[src/rtl/sign_extender_if.sv]
`default_nettype none
// ============================================================================
//  Module   : sign_extender_if
//  Brief    : Request/result bundle between the datapath and the immediate
//             generator. The master presents a word and a format select; the
//             slave returns the registered, extended immediate.
//  Revision : 1.0  initial release
// ============================================================================
interface sign_extender_if;

    logic [31:0] in_data;
    logic [2:0]  fmt_sel;
    logic        valid_in;
    logic [31:0] out_data;
    logic        valid_out;

    modport master (
        output in_data,
        output fmt_sel,
        output valid_in,
        input  out_data,
        input  valid_out
    );

    modport slave (
        input  in_data,
        input  fmt_sel,
        input  valid_in,
        output out_data,
        output valid_out
    );

endinterface : sign_extender_if
`default_nettype wire

[src/rtl/sign_extender.sv]
`default_nettype none
// ============================================================================
//  Module   : sign_extender
//  Brief    : RISC-V immediate generator / sign extender. Decodes the
//             immediate selected by fmt_sel out of a 32-bit word and registers
//             the 32-bit result with a one-cycle latency.
//  Revision : 1.0  initial release
// ============================================================================
module sign_extender #(
    parameter logic [31:0] RESET_VALUE = 32'h0000_0000
) (
    input  wire logic      clk,
    input  wire logic      rst_n,
    sign_extender_if.slave bus
);

    // Format select encoding
    localparam logic [2:0] c_FMT_EXT16  = 3'd0;
    localparam logic [2:0] c_FMT_I      = 3'd1;
    localparam logic [2:0] c_FMT_S      = 3'd2;
    localparam logic [2:0] c_FMT_B      = 3'd3;
    localparam logic [2:0] c_FMT_U      = 3'd4;
    localparam logic [2:0] c_FMT_J      = 3'd5;
    localparam logic [2:0] c_FMT_EXT8   = 3'd6;
    localparam logic [2:0] c_FMT_ZEXT16 = 3'd7;

    logic [31:0] w_in;
    logic [31:0] w_imm;
    logic [31:0] out_data_d;
    logic [31:0] out_data_q;
    logic        valid_out_d;
    logic        valid_out_q;

    assign w_in = bus.in_data;

    // Immediate decode: pure function of the presented word and format
    always_comb begin
        w_imm = 32'h0000_0000;
        case (bus.fmt_sel)
            c_FMT_EXT16:  w_imm = {{16{w_in[15]}}, w_in[15:0]};
            c_FMT_I:      w_imm = {{20{w_in[31]}}, w_in[31:20]};
            c_FMT_S:      w_imm = {{20{w_in[31]}}, w_in[31:25], w_in[11:7]};
            c_FMT_B:      w_imm = {{19{w_in[31]}}, w_in[31], w_in[7],
                                   w_in[30:25], w_in[11:8], 1'b0};
            c_FMT_U:      w_imm = {w_in[31:12], 12'h000};
            c_FMT_J:      w_imm = {{11{w_in[31]}}, w_in[31], w_in[19:12],
                                   w_in[20], w_in[30:21], 1'b0};
            c_FMT_EXT8:   w_imm = {{24{w_in[7]}}, w_in[7:0]};
            c_FMT_ZEXT16: w_imm = {16'h0000, w_in[15:0]};
            default:      w_imm = 32'h0000_0000;
        endcase
    end

    // Next state: capture on a qualified input, otherwise hold the data and
    // drop valid so consumers never see a stale result flagged as new
    always_comb begin
        out_data_d  = out_data_q;
        valid_out_d = bus.valid_in;
        if (bus.valid_in) begin
            out_data_d = w_imm;
        end
    end

    // Output registers; reset discards any capture pending on this edge
    always_ff @(posedge clk or negedge rst_n) begin
        if (!rst_n) begin
            out_data_q  <= RESET_VALUE;
            valid_out_q <= 1'b0;
        end else begin
            out_data_q  <= out_data_d;
            valid_out_q <= valid_out_d;
        end
    end

    assign bus.out_data  = out_data_q;
    assign bus.valid_out = valid_out_q;

endmodule : sign_extender
`default_nettype wire

[src/flat_wrapper.sv]
// flat-port wrapper written by rule: the top's interface ports become plain ports
module sign_extender_flat 
#(
    parameter logic [31:0] RESET_VALUE = 32'h0000_0000
)
  (clk, rst_n, bus_in_data, bus_fmt_sel, bus_valid_in, bus_out_data, bus_valid_out);
  sign_extender_if bus_i ();
  input  wire logic clk;
  input  wire logic rst_n;
  input wire logic [$bits(bus_i.in_data)-1:0] bus_in_data;
  input wire logic [$bits(bus_i.fmt_sel)-1:0] bus_fmt_sel;
  input wire logic [$bits(bus_i.valid_in)-1:0] bus_valid_in;
  output wire logic [$bits(bus_i.out_data)-1:0] bus_out_data;
  output wire logic [$bits(bus_i.valid_out)-1:0] bus_valid_out;
  assign bus_i.in_data = bus_in_data;
  assign bus_i.fmt_sel = bus_fmt_sel;
  assign bus_i.valid_in = bus_valid_in;
  assign bus_out_data = bus_i.out_data;
  assign bus_valid_out = bus_i.valid_out;
  sign_extender #(.RESET_VALUE(RESET_VALUE)) u_core (.clk(clk), .rst_n(rst_n), .bus(bus_i));
endmodule
[config.mk]
export PLATFORM = sky130hd
export DESIGN_NAME = sign_extender_flat
export DESIGN_NICKNAME = d
export VERILOG_FILES = /design/src/rtl/sign_extender_if.sv /design/src/rtl/sign_extender.sv /design/src/flat_wrapper.sv
export SDC_FILE = /design/constraint.sdc
export NUM_CORES = 1
export LEC_CHECK = 0
export ABC_CLOCK_PERIOD_IN_PS = 2210
export BUFFER_PORTS_ARGS = -buffer_cell sky130_fd_sc_hd__buf_4
export CORE_AREA = 3 3 63 65
export DETAILED_ROUTE_END_ITERATION = 16
export DIE_AREA = 0 0 66 68
export HOLD_SLACK_MARGIN = 0.12
export PLACE_DENSITY = 0.82
export SLEW_MARGIN = 10
export SYNTH_ARGS = -nofsm -noshare
export SYNTH_HDL_FRONTEND = slang
export SYNTH_SLANG_ARGS = --single-unit
[constraint.sdc]
create_clock -name clk -period 2.21 [get_ports clk]
set_clock_uncertainty 0.05 [all_clocks]
set_input_delay 0.442 -clock clk [delete_from_list [all_inputs] [get_ports clk]]
set_output_delay 0.442 -clock clk [all_outputs]
set_load 0.005 [all_outputs]
==> results of run 1 <==
==> registers in the layout (all words and copies together), names as in the netlist <==
name / count
u_core.bus.out_data: 32
u_core.bus.valid_out: 1
==> routing by layer <==
metal	up-vias	track usage [%]	routed length (um)
met5	-	0	0
met4	0	6.60	48
met3	5	5.42	327
met2	54	31.2	2060
met1	743	27.8	1840
li1	827	-	-
==> layout make-up <==
type                       instances  share of cell area [%]
multi-input combinational        147                    35.7
sequential                        33                    35.2
timing repair buffer              73                    23.5
clock buffer                       7                    2.77
tap                               46                    2.45
clock inverter                     1                   0.213
inverter                           1                   0.160
==> path summary, 6_finish.rpt <==
kind | startpoint | endpoint | slack (ns) | cells past startpoint
min in group asynchronous | rst_n | u_core.bus.out_data[24] | 0.53 | 2
max in group asynchronous | rst_n | u_core.bus.out_data[4] | 1.30 | 2
setup / recovery | bus_fmt_sel[2] | u_core.bus.out_data[20] | 0.64 | 5
hold reg to reg | u_core.bus.out_data[3] | u_core.bus.out_data[3] | 0.47 | 1
hold / removal | bus_in_data[17] | u_core.bus.out_data[17] | 0.31 | 3
setup reg to reg | u_core.bus.out_data[6] | u_core.bus.out_data[6] | 1.39 | 1
==> worst max-delay path, cell delays in order <==
cell and delay (ns):
buf_4 0.25, nor2b_1 0.13, o21ai_0 0.31, o21a_1 0.42, a31oi_1 0.15
==> logic make-up after synthesis <==
group	share of synthesized area, %
AND/OR/NAND/NOR	21.0
AO/OA/AOI/OAI	19.4
flip-flops	47.2
buffers and inverters	5.00
multiplexers	7.36
==> through the flow <==
step / area [um2] / instances
global route: 2340 / 308
CTS: 2340 / 308
finish: 2340 / 308
detailed placement: 2260 / 299
floorplan: 1750 / 197
global placement: 2260 / 299
==> placed cells by master, fill, tap and decap left out <==
cell	n
a211o_1	1
a21oi_1	16
a21oi_2	1
a221oi_1	7
a22o_1	1
a31oi_1	17
a41oi_1	1
and3_1	2
and3b_1	1
and4_4	1
buf_4	72
clkbuf_4	5
clkbuf_8	2
clkinv_2	1
dfrtp_1	33
dlygate4sd3_1	1
inv_1	1
mux2_2	7
mux2i_1	5
nand2_1	31
nand2b_1	6
nand3_1	4
nand3b_1	1
nor2_1	26
nor2b_1	2
nor3_1	2
nor3b_1	2
o21a_1	1
o21ai_0	10
or3b_1	1
or4b_1	1
==> power by group through the flow <==
stage	registers (mW)	clock network (mW)	logic [mW]
after CTS	0.720	0.392	0.384
after global routing	0.729	0.427	0.423
final	0.719	0.376	0.380
after floorplan	0.734	0	0.163
after global placement	0.728	0	0.375
after detailed placement	0.731	0	0.381
==> impl_metrics.py, run 1 <==
metrics = {
    "final_layout": {
        "n_antenna_cell": 0,
        "num-nets-final": 299,
        "fillers": 287,
        "postLayoutCoreUtil_pct": 69.2,
        "layout-drive-gt1-share_pct": 34.0,
        "regArea_um2": 826,
        "synthToLayoutAreaGrowth_pct": 34.0,
        "multiInputGateArea_um2": 837,
    },
    "sta": {
        "finalCritPeriodShare_pct": 71.2,
        "tns_ns": 0,
        "slew_headroom_pct": 64.7,
        "finalSetupViolations": 0,
        "hold_viol": 0,
        "slew_viol_final": 0,
        "whs_ns": 0.306,
        "layout_setup_ws_ns": 0.637,
        "tightest_slew_ns": 0.528,
        "finalCriticalPeriod_ns": 1.57,
        "clock.fmax_mhz": 636,
        "rsz0062_at_grt": "no",
    },
    "logic_synthesis": {
        "seq_area_frac_synth_pct": 47.2,
        "synth_nets": 235,
        "yosysUniqueCellTypes": 31,
        "ys_ff_latch": 33,
        "synth_edf_count": 0,
        "yosys_most_used_dff": "dfrtp_1",
        "yosys-top-cells-count": "33 x dfrtp_1, 31 x nand2_1, 26 x nor2_1",
        "ys_warn_count": 0,
        "syn_avg_cell_area_um2": 8.89,
        "synth_area_leaders": "dfrtp_1 47%, nand2_1 6.6%, a31oi_1 6.1%",
        "post-synth-top-area-cell": "dfrtp_1",
        "synth.most_common_cell": "dfrtp_1",
        "synth_top_area_share_pct": 47.2,
        "syn_inst": 197,
        "netlist_area_um2": 1750,
        "ys_async_sr_fraction_pct": 100,
    },
    "outcome": {
        "status": "finished clean",
    },
    "routing": {
        "drc_errors": 0,
        "wl_mm": 4.27,
        "detail-route-antenna-nets": 0,
        "first_pass_iters": 4,
        "routed-via-count": 1629,
        "post_drt_via_cell_ratio": 5.29,
        "first_iter_violations": 109,
        "wire_per_inst_um": 13.9,
    },
    "power_and_ir_drop": {
        "power.net_switching_mw": 0.402,
        "internal-power_mw": 1.07,
        "switching_share_pct": 27.3,
        "power.total_mw": 1.47,
        "power.density_nw_per_um2": 629,
        "combPwrFrac_pct": 25.8,
        "p_leak_nw": 1.07,
        "ir_drop_v": 0.000557,
        "power_frac_clock_pct": 25.5,
        "pwr-share-seq_pct": 48.8,
    },
    "run": {
        "maxCapViolCount": 0,
    },
    "global_route": {
        "grt_max_degree": 52,
        "antenna_found_initial": 0,
        "first_global_vias": 1466,
        "grt_pass1_wl_mm": 6.94,
        "grt-ovfl-total": 0,
        "grtUsageTotal_pct": 20.2,
    },
    "clock_network": {
        "insertion_delay_ns": 0.32,
        "cts_resized": 0,
        "clkSlewWorstSetupHoldPaths_ns": 0.09,
        "h-tree-depth": 2,
        "cts_sinks": 33,
        "cts-root-buf": "clkbuf_4",
        "hold_buffers": 1,
        "cts_tree": "yes",
        "clock_path_buffers": 2,
        "post_cts_buffers": 0,
        "cts_inserted_buffers": 5,
    },
    "die": {
        "die_x_um": 66,
        "core-area_um2": 3390,
        "die_height_um": 68,
        "dieArea_um2": 4490,
        "row_count": 21,
        "ios": 71,
        "start_util_pct": 51.6,
    },
    "place": {
        "gp_congestion": 0.855,
        "hpwl_mm": 3.19,
        "dp_slack_ns": 0.302,
        "io_buffer_count": 70,
    },
    "setup_path": {
        "worstSetupStartpointType": "primary input",
        "cp.arrival_ns": 1.71,
        "endpoint_kind": "flop",
        "critPathMaxFanout": 29,
        "worstSetupPathType": "in -> reg",
        "crit_required_ns": 2.35,
    },
    "min_path": {
        "hold_class": "in -> reg",
    },
}
Power figures use the tool's default switching activity.
==> inputs of run 2 (changes only) <==
--- a/config.mk
+++ b/config.mk
@@ -5,13 +5,13 @@
 export SDC_FILE = /design/constraint.sdc
 export NUM_CORES = 1
 export LEC_CHECK = 0
-export ABC_CLOCK_PERIOD_IN_PS = 2210
+export ABC_CLOCK_PERIOD_IN_PS = 1300
 export BUFFER_PORTS_ARGS = -buffer_cell sky130_fd_sc_hd__buf_4
-export CORE_AREA = 3 3 63 65
+export CORE_AREA = 3 3 68 70
 export DETAILED_ROUTE_END_ITERATION = 16
-export DIE_AREA = 0 0 66 68
+export DIE_AREA = 0 0 71 73
 export HOLD_SLACK_MARGIN = 0.12
-export PLACE_DENSITY = 0.82
+export PLACE_DENSITY = 0.74
 export SLEW_MARGIN = 10
 export SYNTH_ARGS = -nofsm -noshare
 export SYNTH_HDL_FRONTEND = slang
==> constraint.sdc (replaced) <==
create_clock -name clk -period 1.3 [get_ports clk]
set_clock_uncertainty 0.05 [all_clocks]
set_input_delay 0.26 -clock clk [delete_from_list [all_inputs] [get_ports clk]]
set_output_delay 0.26 -clock clk [all_outputs]
set_load 0.005 [all_outputs]
==> run 2 against run 1 <==
Effect of this change:
- clock-buffer cell count stayed put
- sequential share of layout area is 2.5 points lower
- core utilization down 6.5 points
- register-to-register slack lost 0.90 ns
- combinational power increased by 85%
- power grew 87%
- largest power group unchanged
==> impl_metrics.py, run 2 (synthesis gave the netlist of run 1 again) <==
metrics = {
    "routing": {
        "routed-via-count": 1677,
        "wire_per_inst_um": 13.9,
        "drc_errors": 0,
        "first_iter_violations": 88,
        "post_drt_via_cell_ratio": 5.11,
        "first_pass_iters": 4,
        "wl_mm": 4.55,
        "detail-route-antenna-nets": 0,
    },
    "clock_network": {
        "cts_resized": 0,
        "insertion_delay_ns": 0.28,
        "cts_sinks": 33,
        "clock_path_buffers": 2,
        "post_cts_buffers": 0,
        "h-tree-depth": 2,
        "clkSlewWorstSetupHoldPaths_ns": 0.07,
        "cts_inserted_buffers": 5,
        "cts-root-buf": "clkbuf_8",
        "cts_tree": "yes",
    },
    "die": {
        "die_x_um": 71,
        "die_height_um": 73,
        "ios": 71,
        "core-area_um2": 4030,
        "row_count": 23,
        "dieArea_um2": 5180,
        "start_util_pct": 43.4,
    },
    "final_layout": {
        "final_cells": 328,
        "n_antenna_cell": 0,
        "num-nets-final": 315,
        "final_cell_mix": "86 x buf_4, 33 x dfrtp_1, 31 x nand2_1",
        "largest_reg_flops": 32,
        "fillers": 364,
        "layout-drive-gt1-share_pct": 37.8,
        "synthToLayoutAreaGrowth_pct": 44.3,
        "final_common_cell": "buf_4",
        "postLayoutCellArea_um2": 2530,
    },
    "global_route": {
        "antenna_found_initial": 0,
        "first_global_vias": 1489,
        "grt-ovfl-total": 0,
        "grt_max_degree": 34,
        "grt_pass1_wl_mm": 7.19,
        "grtUsageTotal_pct": 17.7,
    },
    "setup_path": {
        "cp_top_family": "flip-flops",
        "critPathSlowestCell": "dfrtp_1",
        "critPathMaxFanout": 2,
        "critPathBufInv": 1,
        "worstSetupPathType": "reg -> out",
        "worstSetupStartpointType": "flop",
        "crit_required_ns": 0.99,
        "path_cells": "buf_4",
        "max_stage_delay_ns": 0.40,
        "endpoint_kind": "output pin",
        "cp.arrival_ns": 0.82,
    },
    "place": {
        "hpwl_mm": 3.49,
        "dp.cells": 319,
        "dpl_cell_area_um2": 2410,
        "io_buffer_count": 70,
        "gp_congestion": 0.842,
    },
    "power_and_ir_drop": {
        "power.total_mw": 2.76,
        "ir_drop_v": 0.000759,
        "p_leak_nw": 1.17,
        "power.density_nw_per_um2": 1090,
    },
    "sta": {
        "tightest_slew_ns": 0.405,
        "slew_headroom_pct": 73.0,
        "rsz0062_at_grt": "no",
        "finalCritPeriodShare_pct": 87.3,
        "clock.fmax_mhz": 881,
        "whs_ns": 0.169,
        "slew_viol_final": 0,
        "finalSetupViolations": 0,
        "finalCriticalPeriod_ns": 1.13,
        "hold_viol": 0,
    },
    "min_path": {
        "hold_class": "in -> reg",
    },
    "run": {
        "maxCapViolCount": 0,
    },
    "outcome": {
        "status": "finished clean",
    },
}
run 2: changes by cell type in the layout (fill, tap and decap cells not counted):
cell / before / now
clkbuf_4: 5 / 0
o21ai_0: 10 / 9
buf_12: 0 / 2
o21ai_1: 0 / 1
clkbuf_8: 2 / 7
buf_4: 72 / 86
run 2: path summary, 6_finish.rpt:
check / start / endpoint / slack, ns / cells after the start
max: u_core.bus.out_data[0] / bus_out_data[0] / 0.17 / 1
min: bus_in_data[12] / u_core.bus.out_data[12] / 0.17 / 3
max reg2reg: u_core.bus.out_data[3] / u_core.bus.out_data[3] / 0.49 / 1
min reg2reg: u_core.bus.out_data[7] / u_core.bus.out_data[7] / 0.47 / 1
max in group asynchronous: rst_n / u_core.bus.out_data[25] / 0.49 / 2
min in group asynchronous: rst_n / u_core.bus.out_data[15] / 0.41 / 2
run 2: power by group:
part           leakage, nW  switching, mW  total, mW  internal [mW]
logic                0.734          0.300      0.703          0.402
registers            0.381         0.0698       1.22           1.15
clock network       0.0542          0.358      0.836          0.478
run 2: metrics by stage:
| step | setup slack (ns) | utilization, % | setup TNS, ns |
|---|---|---|---|
| floorplan | 0.0301 | - | 0 |
| finish | 0.165 | 62.7 | 0 |
| global route | 0.0679 | 62.7 | 0 |
| global placement | -0.0936 | 59.9 | -1.02 |
| detailed placement | -0.0876 | 59.9 | -1.42 |
| CTS | 0.156 | 62.7 | 0 |
run 2: repair_timing:
item,in CTS,in global routing
setup endpoints to repair,0,0
endpoints found under the hold margin,33,0
hold buffers,1,0
run 2: area by class of cell:
type                       count  area [um2]  share of cell area, %
inverter                       1        3.75                  0.149
sequential                    33         826                   32.7
multi-input combinational    147         837                   33.1
clock inverter                 1        5.00                  0.198
clock buffer                   7        96.3                   3.81
timing repair buffer          89         696                   27.5
tap                           50        62.6                   2.48
run 2: metal layers:
layer	vias up	global-route usage, %	part of all wire (%)
met5	-	0	0
li1	866	-	-
met1	771	23.9	47
met3	2	4.27	4.7
met4	0	5.01	0.46
met2	38	28.5	48
run 2: worst min-delay path, stage by stage:
cell and delay (ns):
buf_4 0.10, nand2_1 0.04, a21oi_1 0.05
==> inputs of run 3 (changes only) <==
--- a/config.mk
+++ b/config.mk
@@ -7,9 +7,9 @@
 export LEC_CHECK = 0
 export ABC_CLOCK_PERIOD_IN_PS = 1300
 export BUFFER_PORTS_ARGS = -buffer_cell sky130_fd_sc_hd__buf_4
-export CORE_AREA = 3 3 68 70
+export CORE_AREA = 2 2 67 69
 export DETAILED_ROUTE_END_ITERATION = 16
-export DIE_AREA = 0 0 71 73
+export DIE_AREA = 0 0 69 71
 export HOLD_SLACK_MARGIN = 0.12
 export PLACE_DENSITY = 0.74
 export SLEW_MARGIN = 10
==> run 3 against run 2 <==
Effect of this change:
- sequential share of layout area grew 0.20 points
- worst hold slack improved by 0.00067 ns
- cell area is 0.59% lower
- power grew 0.54%
- register-to-register slack is essentially flat
- clock power up 2%
- largest power group unchanged
==> impl_metrics.py, run 3 (synthesis gave the netlist of run 1 again) <==
metrics = {
    "final_layout": {
        "final_cells": 326,
        "fillers": 385,
        "final_common_cell": "buf_4",
        "postLayoutCoreUtil_pct": 59.7,
        "layout-drive-gt1-share_pct": 36.9,
        "regArea_um2": 826,
        "synthToLayoutAreaGrowth_pct": 43.5,
        "num-nets-final": 311,
        "postLayoutCellArea_um2": 2510,
        "n_antenna_cell": 0,
        "final_cell_mix": "81 x buf_4, 33 x dfrtp_1, 31 x nand2_1",
        "multiInputGateArea_um2": 837,
        "largest_reg_flops": 32,
    },
    "clock_network": {
        "cts-root-buf": "clkbuf_8",
        "cts_inserted_buffers": 5,
        "post_cts_buffers": 0,
        "cts_tree": "yes",
        "cts_resized": 0,
        "clkSlewWorstSetupHoldPaths_ns": 0.07,
        "cts_sinks": 33,
        "h-tree-depth": 2,
        "clock_path_buffers": 2,
        "insertion_delay_ns": 0.28,
    },
    "global_route": {
        "grtUsageTotal_pct": 19.4,
        "grt-ovfl-total": 0,
        "grt_pass1_wl_mm": 7.72,
        "antenna_found_initial": 0,
        "first_global_vias": 1574,
        "grt_max_degree": 35,
    },
    "setup_path": {
        "worstReg2RegEnd": "u_core.bus.out_data[7]",
        "cp_top_family": "flip-flops",
        "path_depth": 1,
        "critical_path.endpoint": "bus_out_data[11]",
        "max_stage_delay_ns": 0.40,
        "worstSetupStartpointType": "flop",
        "crit_required_ns": 0.99,
        "critPathMaxFanout": 2,
        "endpoint_kind": "output pin",
        "ff2ff_setup_slack_ns": 0.48,
        "cp.arrival_ns": 0.82,
        "critPathSlowestCell": "dfrtp_1",
        "critPathBufInv": 1,
        "worstSetupPathType": "reg -> out",
        "ff2ff_path_depth": 1,
        "crit-reg2reg-launch": "u_core.bus.out_data[7]",
        "path_cells": "buf_4",
        "crit_path_start": "u_core.bus.out_data[11]",
    },
    "sta": {
        "layout_setup_ws_ns": 0.171,
        "hold_viol": 0,
        "finalCriticalPeriod_ns": 1.13,
        "slew_viol_final": 0,
        "whs_ns": 0.170,
        "clock.fmax_mhz": 886,
        "slew_headroom_pct": 72.2,
        "finalSetupViolations": 0,
        "rsz0062_at_grt": "no",
        "tightest_slew_ns": 0.416,
        "finalCritPeriodShare_pct": 86.8,
    },
    "power_and_ir_drop": {
        "power.density_nw_per_um2": 1110,
        "switching_share_pct": 26.9,
        "combPwrFrac_pct": 25.1,
        "ir_drop_v": 0.000577,
        "internal-power_mw": 2.03,
        "power_frac_clock_pct": 30.8,
        "power.net_switching_mw": 0.747,
        "p_leak_nw": 1.15,
        "pwr-share-seq_pct": 44.1,
    },
    "outcome": {
        "status": "finished clean",
    },
    "die": {
        "core-area_um2": 4200,
        "start_util_pct": 41.6,
        "row_count": 24,
        "die_x_um": 69,
        "die_height_um": 71,
        "dieArea_um2": 4900,
        "ios": 71,
    },
    "routing": {
        "wl_mm": 4.63,
        "first_pass_iters": 5,
        "wire_per_inst_um": 14.2,
        "drc_errors": 0,
        "routed-via-count": 1711,
        "detail-route-antenna-nets": 0,
        "post_drt_via_cell_ratio": 5.25,
        "first_iter_violations": 171,
    },
    "place": {
        "dpl_cell_area_um2": 2400,
        "gp_congestion": 0.894,
        "hpwl_mm": 3.40,
        "io_buffer_count": 70,
        "dp_slack_ns": -0.112,
        "dp.cells": 317,
    },
    "run": {
        "maxCapViolCount": 0,
    },
    "min_path": {
        "hold_class": "in -> reg",
    },
}
## run 3: what timing repair did
action,in CTS,in global routing
hold endpoints to repair,33,0
setup endpoints to repair,0,0
hold buffers,1,0
## run 3: worst min-delay path by stage
stage                         start                 endpoint  slack [ns]  cells after the start
finish              bus_in_data[13]  u_core.bus.out_data[13]        0.17                      3
global route        bus_in_data[19]  u_core.bus.out_data[19]        0.17                      3
CTS                 bus_in_data[13]  u_core.bus.out_data[13]        0.16                      3
detailed placement            rst_n   u_core.bus.out_data[6]        0.18                      1
global placement              rst_n   u_core.bus.out_data[6]        0.18                      1
floorplan                     rst_n   u_core.bus.out_data[0]       -0.09                      0
## run 3: worst min-delay path, delay by kind of cell
| family | cells | cell delay [ns] |
|---|---|---|
| buffers and inverters | 1 | 0.11 |
| AO/OA/AOI/OAI | 1 | 0.05 |
| AND/OR/NAND/NOR | 1 | 0.04 |
## run 3: per-layer routing
metal,track usage (%),vias up,routed length [um]
met5,0,-,0
met4,6.75,0,55
met3,4.27,4,216
met2,30.2,52,2180
met1,27.0,802,2170
li1,-,853,-
## run 3: power groups by stage
stage	Clock [mW]	Combinational (mW)	Sequential, mW
after floorplan	0	0.277	1.25
after global placement	0	0.689	1.24
after detailed placement	0	0.702	1.24
after CTS	0.878	0.705	1.22
after global routing	0.925	0.766	1.24
final	0.856	0.698	1.22
## run 3: layout make-up
| class | instances | share of cell area [%] |
|---|---|---|
| inverters | 1 | 0.149 |
| flip-flops and latches | 33 | 32.9 |
| clock inverters | 1 | 0.199 |
| repair buffers | 85 | 27.0 |
| clock buffers | 7 | 3.84 |
| multi-input cells | 147 | 33.3 |
| well taps | 52 | 2.59 |
## run 3: through the flow
step                power [mW]  setup TNS [ns]
floorplan                 1.53               0
global placement          1.93           -1.15
detailed placement        1.94           -1.88
CTS                       2.81               0
global route              2.93               0
finish                    2.78               0
